[src/rtl/spi_tx_scheduler.sv]
// Round-robin frame scheduler sharing one SPI master TX port between two byte-stream requesters.
// Registered outputs, request to first DV in 2 cycles; waits on i_TX_Ready. SPI_SCHED_HEADER_EN adds a 2-byte header.
module spi_tx_scheduler #(
  parameter int MAX_LEN = 64,
  parameter int LEN_W   = 7
) (
  input  logic               i_Clk,
  input  logic               i_Rst_L,
  input  logic [1:0]         i_Req,
  input  logic [2*LEN_W-1:0] i_Len,
  input  logic [15:0]        i_Byte,
  output logic [1:0]         o_Pop,
  output logic [1:0]         o_Done,
  output logic [1:0]         o_Grant,
  output logic               o_Busy,
  output logic [7:0]         o_TX_Byte,
  output logic               o_TX_DV,
  input  logic               i_TX_Ready
);

  typedef enum logic [2:0] {IDLE, HDR0, HDR1, SEND, HOLD, DONE} state_t;

  localparam logic [LEN_W-1:0] MAX_L = LEN_W'(MAX_LEN);

  state_t           state_q, state_d;
  state_t           ret_q, ret_d;
  logic [LEN_W-1:0] cnt_q, cnt_d;
  logic             g_q, g_d;
  logic             last_q, last_d;
  logic [1:0]       grant_q, grant_d;
  logic [1:0]       pop_q, pop_d;
  logic [1:0]       done_q, done_d;
  logic             busy_q, busy_d;
  logic             tx_dv_q, tx_dv_d;
  logic [7:0]       tx_byte_q, tx_byte_d;
`ifdef SPI_SCHED_HEADER_EN
  logic [7:0]       hdr_q, hdr_d;
`endif

  logic             win;
  logic [LEN_W-1:0] len_raw;
  logic [LEN_W-1:0] len_clip;
  logic [7:0]       byte_g;
  logic [1:0]       g_onehot;

  always_comb begin
    // A lone requester wins; on a tie the one that did not go last wins.
    win      = (i_Req == 2'b11) ? ~last_q : i_Req[1];
    len_raw  = win ? i_Len[2*LEN_W-1:LEN_W] : i_Len[LEN_W-1:0];
    len_clip = (len_raw > MAX_L) ? MAX_L : len_raw;
    byte_g   = g_q ? i_Byte[15:8] : i_Byte[7:0];
    g_onehot = g_q ? 2'b10 : 2'b01;

    state_d   = state_q;
    ret_d     = ret_q;
    cnt_d     = cnt_q;
    g_d       = g_q;
    last_d    = last_q;
    grant_d   = grant_q;
    pop_d     = 2'b00;
    done_d    = 2'b00;
    tx_dv_d   = 1'b0;
    tx_byte_d = tx_byte_q;
`ifdef SPI_SCHED_HEADER_EN
    hdr_d     = hdr_q;
`endif

    case (state_q)
      IDLE: begin
        if (i_Req != 2'b00) begin
          g_d     = win;
          cnt_d   = len_clip;
          grant_d = win ? 2'b10 : 2'b01;
`ifdef SPI_SCHED_HEADER_EN
          hdr_d   = {win, 7'(len_clip)};
`endif
          if (len_clip == '0) begin
            state_d = DONE;
          end else begin
`ifdef SPI_SCHED_HEADER_EN
            state_d = HDR0;
`else
            state_d = SEND;
`endif
          end
        end
      end
`ifdef SPI_SCHED_HEADER_EN
      HDR0: begin
        if (i_TX_Ready) begin
          tx_dv_d   = 1'b1;
          tx_byte_d = 8'hA5;
          ret_d     = HDR1;
          state_d   = HOLD;
        end
      end
      HDR1: begin
        if (i_TX_Ready) begin
          tx_dv_d   = 1'b1;
          tx_byte_d = hdr_q;
          ret_d     = SEND;
          state_d   = HOLD;
        end
      end
`endif
      SEND: begin
        if (!i_Req[g_q]) begin
          state_d = DONE;
        end else if (i_TX_Ready) begin
          tx_dv_d   = 1'b1;
          tx_byte_d = byte_g;
          pop_d     = g_onehot;
          cnt_d     = cnt_q - 1'b1;
          ret_d     = (cnt_d != '0) ? SEND : DONE;
          state_d   = HOLD;
        end
      end
      // One dead cycle so the master's Ready deassert is visible before the next strobe.
      HOLD: begin
        state_d = ret_q;
      end
      DONE: begin
        done_d  = g_onehot;
        last_d  = g_q;
        grant_d = 2'b00;
        state_d = IDLE;
      end
      default: begin
        state_d = IDLE;
      end
    endcase

    busy_d = (state_d != IDLE);
  end

  always_ff @(posedge i_Clk or negedge i_Rst_L) begin
    if (!i_Rst_L) begin
      state_q   <= IDLE;
      ret_q     <= IDLE;
      cnt_q     <= '0;
      g_q       <= 1'b0;
      last_q    <= 1'b1;
      grant_q   <= 2'b00;
      pop_q     <= 2'b00;
      done_q    <= 2'b00;
      busy_q    <= 1'b0;
      tx_dv_q   <= 1'b0;
      tx_byte_q <= 8'h00;
`ifdef SPI_SCHED_HEADER_EN
      hdr_q     <= 8'h00;
`endif
    end else begin
      state_q   <= state_d;
      ret_q     <= ret_d;
      cnt_q     <= cnt_d;
      g_q       <= g_d;
      last_q    <= last_d;
      grant_q   <= grant_d;
      pop_q     <= pop_d;
      done_q    <= done_d;
      busy_q    <= busy_d;
      tx_dv_q   <= tx_dv_d;
      tx_byte_q <= tx_byte_d;
`ifdef SPI_SCHED_HEADER_EN
      hdr_q     <= hdr_d;
`endif
    end
  end

  assign o_Pop     = pop_q;
  assign o_Done    = done_q;
  assign o_Grant   = grant_q;
  assign o_Busy    = busy_q;
  assign o_TX_Byte = tx_byte_q;
  assign o_TX_DV   = tx_dv_q;

endmodule
[config.mk]
export PLATFORM = sky130hd
export DESIGN_NAME = spi_tx_scheduler
export DESIGN_NICKNAME = d
export VERILOG_FILES = /design/src/rtl/spi_tx_scheduler.sv
export SDC_FILE = /design/constraint.sdc
export NUM_CORES = 1
export LEC_CHECK = 0
export CAP_MARGIN = 20
export CORE_MARGIN = 2
export CORE_UTILIZATION = 47
export DETAILED_ROUTE_END_ITERATION = 10
export PLACE_DENSITY_LB_ADDON = 0.15
export SLEW_MARGIN = 20
export SYNTH_ARGS = -nofsm -noshare
export SYNTH_HDL_FRONTEND = slang
export SYNTH_SLANG_ARGS = --single-unit
export TNS_END_PERCENT = 10
[constraint.sdc]
create_clock -name i_Clk -period 2.45 [get_ports i_Clk]
set_clock_uncertainty 0.2 [all_clocks]
set_input_delay 0.735 -clock i_Clk [delete_from_list [all_inputs] [get_ports i_Clk]]
set_output_delay 0.735 -clock i_Clk [all_outputs]
set_load 0.01 [all_outputs]
==> impl_metrics.env <==
export IMPL_status="complete, but fails checks"
export IMPL_violations="negative setup slack"
export IMPL_m1WireLength_um=1940
export IMPL_antenna_found_initial=0
export IMPL_drive_above_1_share_pct=17.7
export IMPL_grt_pass1_wl_um=7680
export IMPL_clock_latency_ps=290
export IMPL_min_period_ps=2460
export IMPL_cts_tree="done"
export IMPL_ys_async_sr_fraction_pct=100
export IMPL_syn_area_per_cell_um2=10.0
export IMPL_cp_slowest_stage_delay_ps=560
export IMPL_layout_nets=284
export IMPL_vdd_ir_drop_max_v=0.000600
export IMPL_grt_start_max_net_pins=32
export IMPL_clock_sinks=31
export IMPL_synthCells=179
export IMPL_worst_slack_ps=-13.5
export IMPL_hp_class="flip-flop to flip-flop"
export IMPL_worstMarginPinSlew_ps=621
export IMPL_die_area_mm2=0.00433
export IMPL_cts_buffers=5
export IMPL_synth_seq_cells=31
export IMPL_finalNonFillerCells=296
export IMPL_wl_met2_um=2470
export IMPL_hold_viol=0
export IMPL_max_slew_margin_pct=58.4
export IMPL_maxCapViolations=0
export IMPL_die_x_um=65.8
export IMPL_cp_top_family="simple AND/OR/NAND/NOR gates"
export IMPL_synth_seq_area_share_pct=43.3
export IMPL_path_max_fanout=2
export IMPL_row_count=22
export IMPL_synth_ff_type="dfrtp_1"
export IMPL_area_delta_synth_final_pct=45.1
export IMPL_dr_pass1_iters=4
export IMPL_crit_path_end_kind="flip-flop"
export IMPL_worstSetupPathType="input port to flip-flop"
export IMPL_top_layer="met4"
export IMPL_final_max_slew_viol_count=0
export IMPL_ys_warnings_count=0
export IMPL_ctsHoldBuffers=0
export IMPL_synth_area_mm2=0.00179
export IMPL_syn_nets=216
export IMPL_postCtsSetupBuffers=0
export IMPL_cts_resized=0
export IMPL_grt_util_all_layers_pct=23.4
export IMPL_htree_levels=2
export IMPL_portBuffers=50
export IMPL_cp_start_kind="input port"
export IMPL_p_total_uw=2900
export IMPL_synth_edf_count=0
export IMPL_dr_first_iter_drc_count=154
export IMPL_final_area_mm2=0.00260
export IMPL_grt_pass1_vias=1636
export IMPL_wl_per_cell_um=15.9
export IMPL_path_cells="clkdlybuf4s50_1 -> or4_4 -> nor3_4 -> a32oi_1 -> a221o_1"
export IMPL_path_buf_inv=1
export IMPL_wl_met3_um=250
export IMPL_core_area_mm2=0.00366
export IMPL_via_per_inst=5.59
export IMPL_diodes=0
export IMPL_die_h_um=65.8
export IMPL_worst_path_max_delay_cell="or4_4"
export IMPL_max_clock_freq_mhz=406
export IMPL_clock_path_buffers=2
export IMPL_io_pins=51
export IMPL_num_vias=1654
export IMPL_p_leak_uw=0.00113
export IMPL_root_buffer="clkbuf_8"
export IMPL_setup_viol=1
export IMPL_fin_crit_sh_pct=101
export IMPL_drt_total_wl_um=4710
export IMPL_powerDensity_mw_per_mm2=1110
export IMPL_drcViolationCount=0
export IMPL_grt_overflow=0
export IMPL_cp_required_ps=2420
export IMPL_dpl_cell_count=288
export IMPL_initial_utilization_pct=49.0
export IMPL_gp_congestion=0.881
export IMPL_clkTransAtPathRegs_ps=70
export IMPL_rsz0062_at_grt="true"
export IMPL_crit_arrival_ps=2430
export IMPL_synth_distinct_cells=52
export IMPL_placed_area_mm2=0.00247
export IMPL_ant_nets=0
export IMPL_dpl_hpwl_um=3670
final cells by class:
| type | count | area, um2 |
|---|---|---|
| timing repair buffer | 70 | 663 |
| clock inverter | 2 | 35.0 |
| sequential | 31 | 777 |
| clock buffer | 6 | 82.6 |
| inverter | 8 | 30.0 |
| multi-input combinational | 131 | 956 |
| tap | 48 | 60.1 |
| fill | 264 | 1060 |
worst paths after layout:
| kind | from | endpoint | slack (ps) | cells past startpoint |
|---|---|---|---|---|
| setup / recovery | i_Len[9] | state_q[1]$_DFF_PN0_ | -10 | 5 |
| hold / removal | ret_q[0]$_DFFE_PN0P_ | ret_q[0]$_DFFE_PN0P_ | 290 | 1 |
| setup reg to reg | cnt_q[0]$_DFFE_PN0P_ | cnt_q[6]$_DFFE_PN0P_ | 400 | 6 |
| hold reg to reg | ret_q[0]$_DFFE_PN0P_ | ret_q[0]$_DFFE_PN0P_ | 290 | 1 |
| max in group asynchronous | i_Rst_L | last_q$_DFFE_PN1P_ | 1100 | 2 |
| min in group asynchronous | i_Rst_L | o_Busy$_DFF_PN0_ | 640 | 2 |
power breakdown:
part           switching (uW)  total (uW)  internal (uW)
combinational             642        1400            757
clock                     201         529            329
sequential                235         969            734
total                    1080        2900           1820
kinds of logic after synthesis:
logic type,after synthesis,share of synthesized area (%)
buffers and inverters,17,4.39
AND/OR/NAND/NOR,59,19.9
adder cells (fa/ha/maj),2,1.39
AO/OA/AOI/OAI,53,21.5
XOR/XNOR,4,1.95
flip-flops,31,43.3
multiplexers,13,7.53
sequential cells by signal (all words and copies together), names as in the netlist:
register and count:
o_Grant 2, last_q 1, cnt_q 7, o_TX_DV 1
o_Busy 1, o_Done 2, g_q 1, ret_q 3
o_Pop 2, o_TX_Byte 8, state_q 3
metal layers:
metal	vias to the layer above	track usage (%)
li1	795	-
met1	794	29.3
met3	7	6.30
met5	-	0
met4	0	5.47
met2	58	39.9
cells in the final DEF, fill, tap and decap left out, types with 6 or more instances in the layout:
master	Yosys	final
clkdlybuf4s50_1	0	50
nand2_1	14	14
a21oi_1	15	15
dfrtp_1	30	30
clkbuf_8	0	6
nor2_1	19	19
inv_1	8	8
mux2i_1	12	12
buf_4	2	19
through the flow:
stage | setup TNS [ps] | hold slack (ps) | util [%] | setup WS, ps
global placement | -1980 | 267 | 67.4 | -221
floorplan | 0 | 235 | - | 255
global route | -78.1 | 303 | 71.1 | -46.6
CTS | 0 | 285 | 70.6 | 14.8
finish | -13.5 | 292 | 71.1 | -13.5
detailed placement | -3120 | 267 | 67.4 | -276
cell usage after synthesis, drive strengths merged (2+ instances only):
library cell / number / share of area (%)
a21oi: 15 / 4.2
o22a: 2 / 0.98
nor2: 19 / 4.0
buf: 9 / 2.7
dfrtp: 30 / 42
nand2: 14 / 2.9
nor3: 7 / 3.8
a22o: 2 / 0.98
o211ai: 2 / 1.1
inv: 8 / 1.7
o21ai: 6 / 1.7
ha: 2 / 1.4
a21o: 2 / 0.84
o21a: 3 / 1.3
xor2: 2 / 0.98
or4: 2 / 1.3
nor4: 2 / 1.5
a21boi: 3 / 2.3
or2: 2 / 0.70
xnor2: 2 / 0.98
nor3b: 3 / 1.3
nand3: 2 / 0.56
nand4: 2 / 0.70
mux2i: 12 / 6.7
a31oi: 3 / 1.0
o22ai: 5 / 1.7
Note: power is estimated with default switching activity, not from simulation.
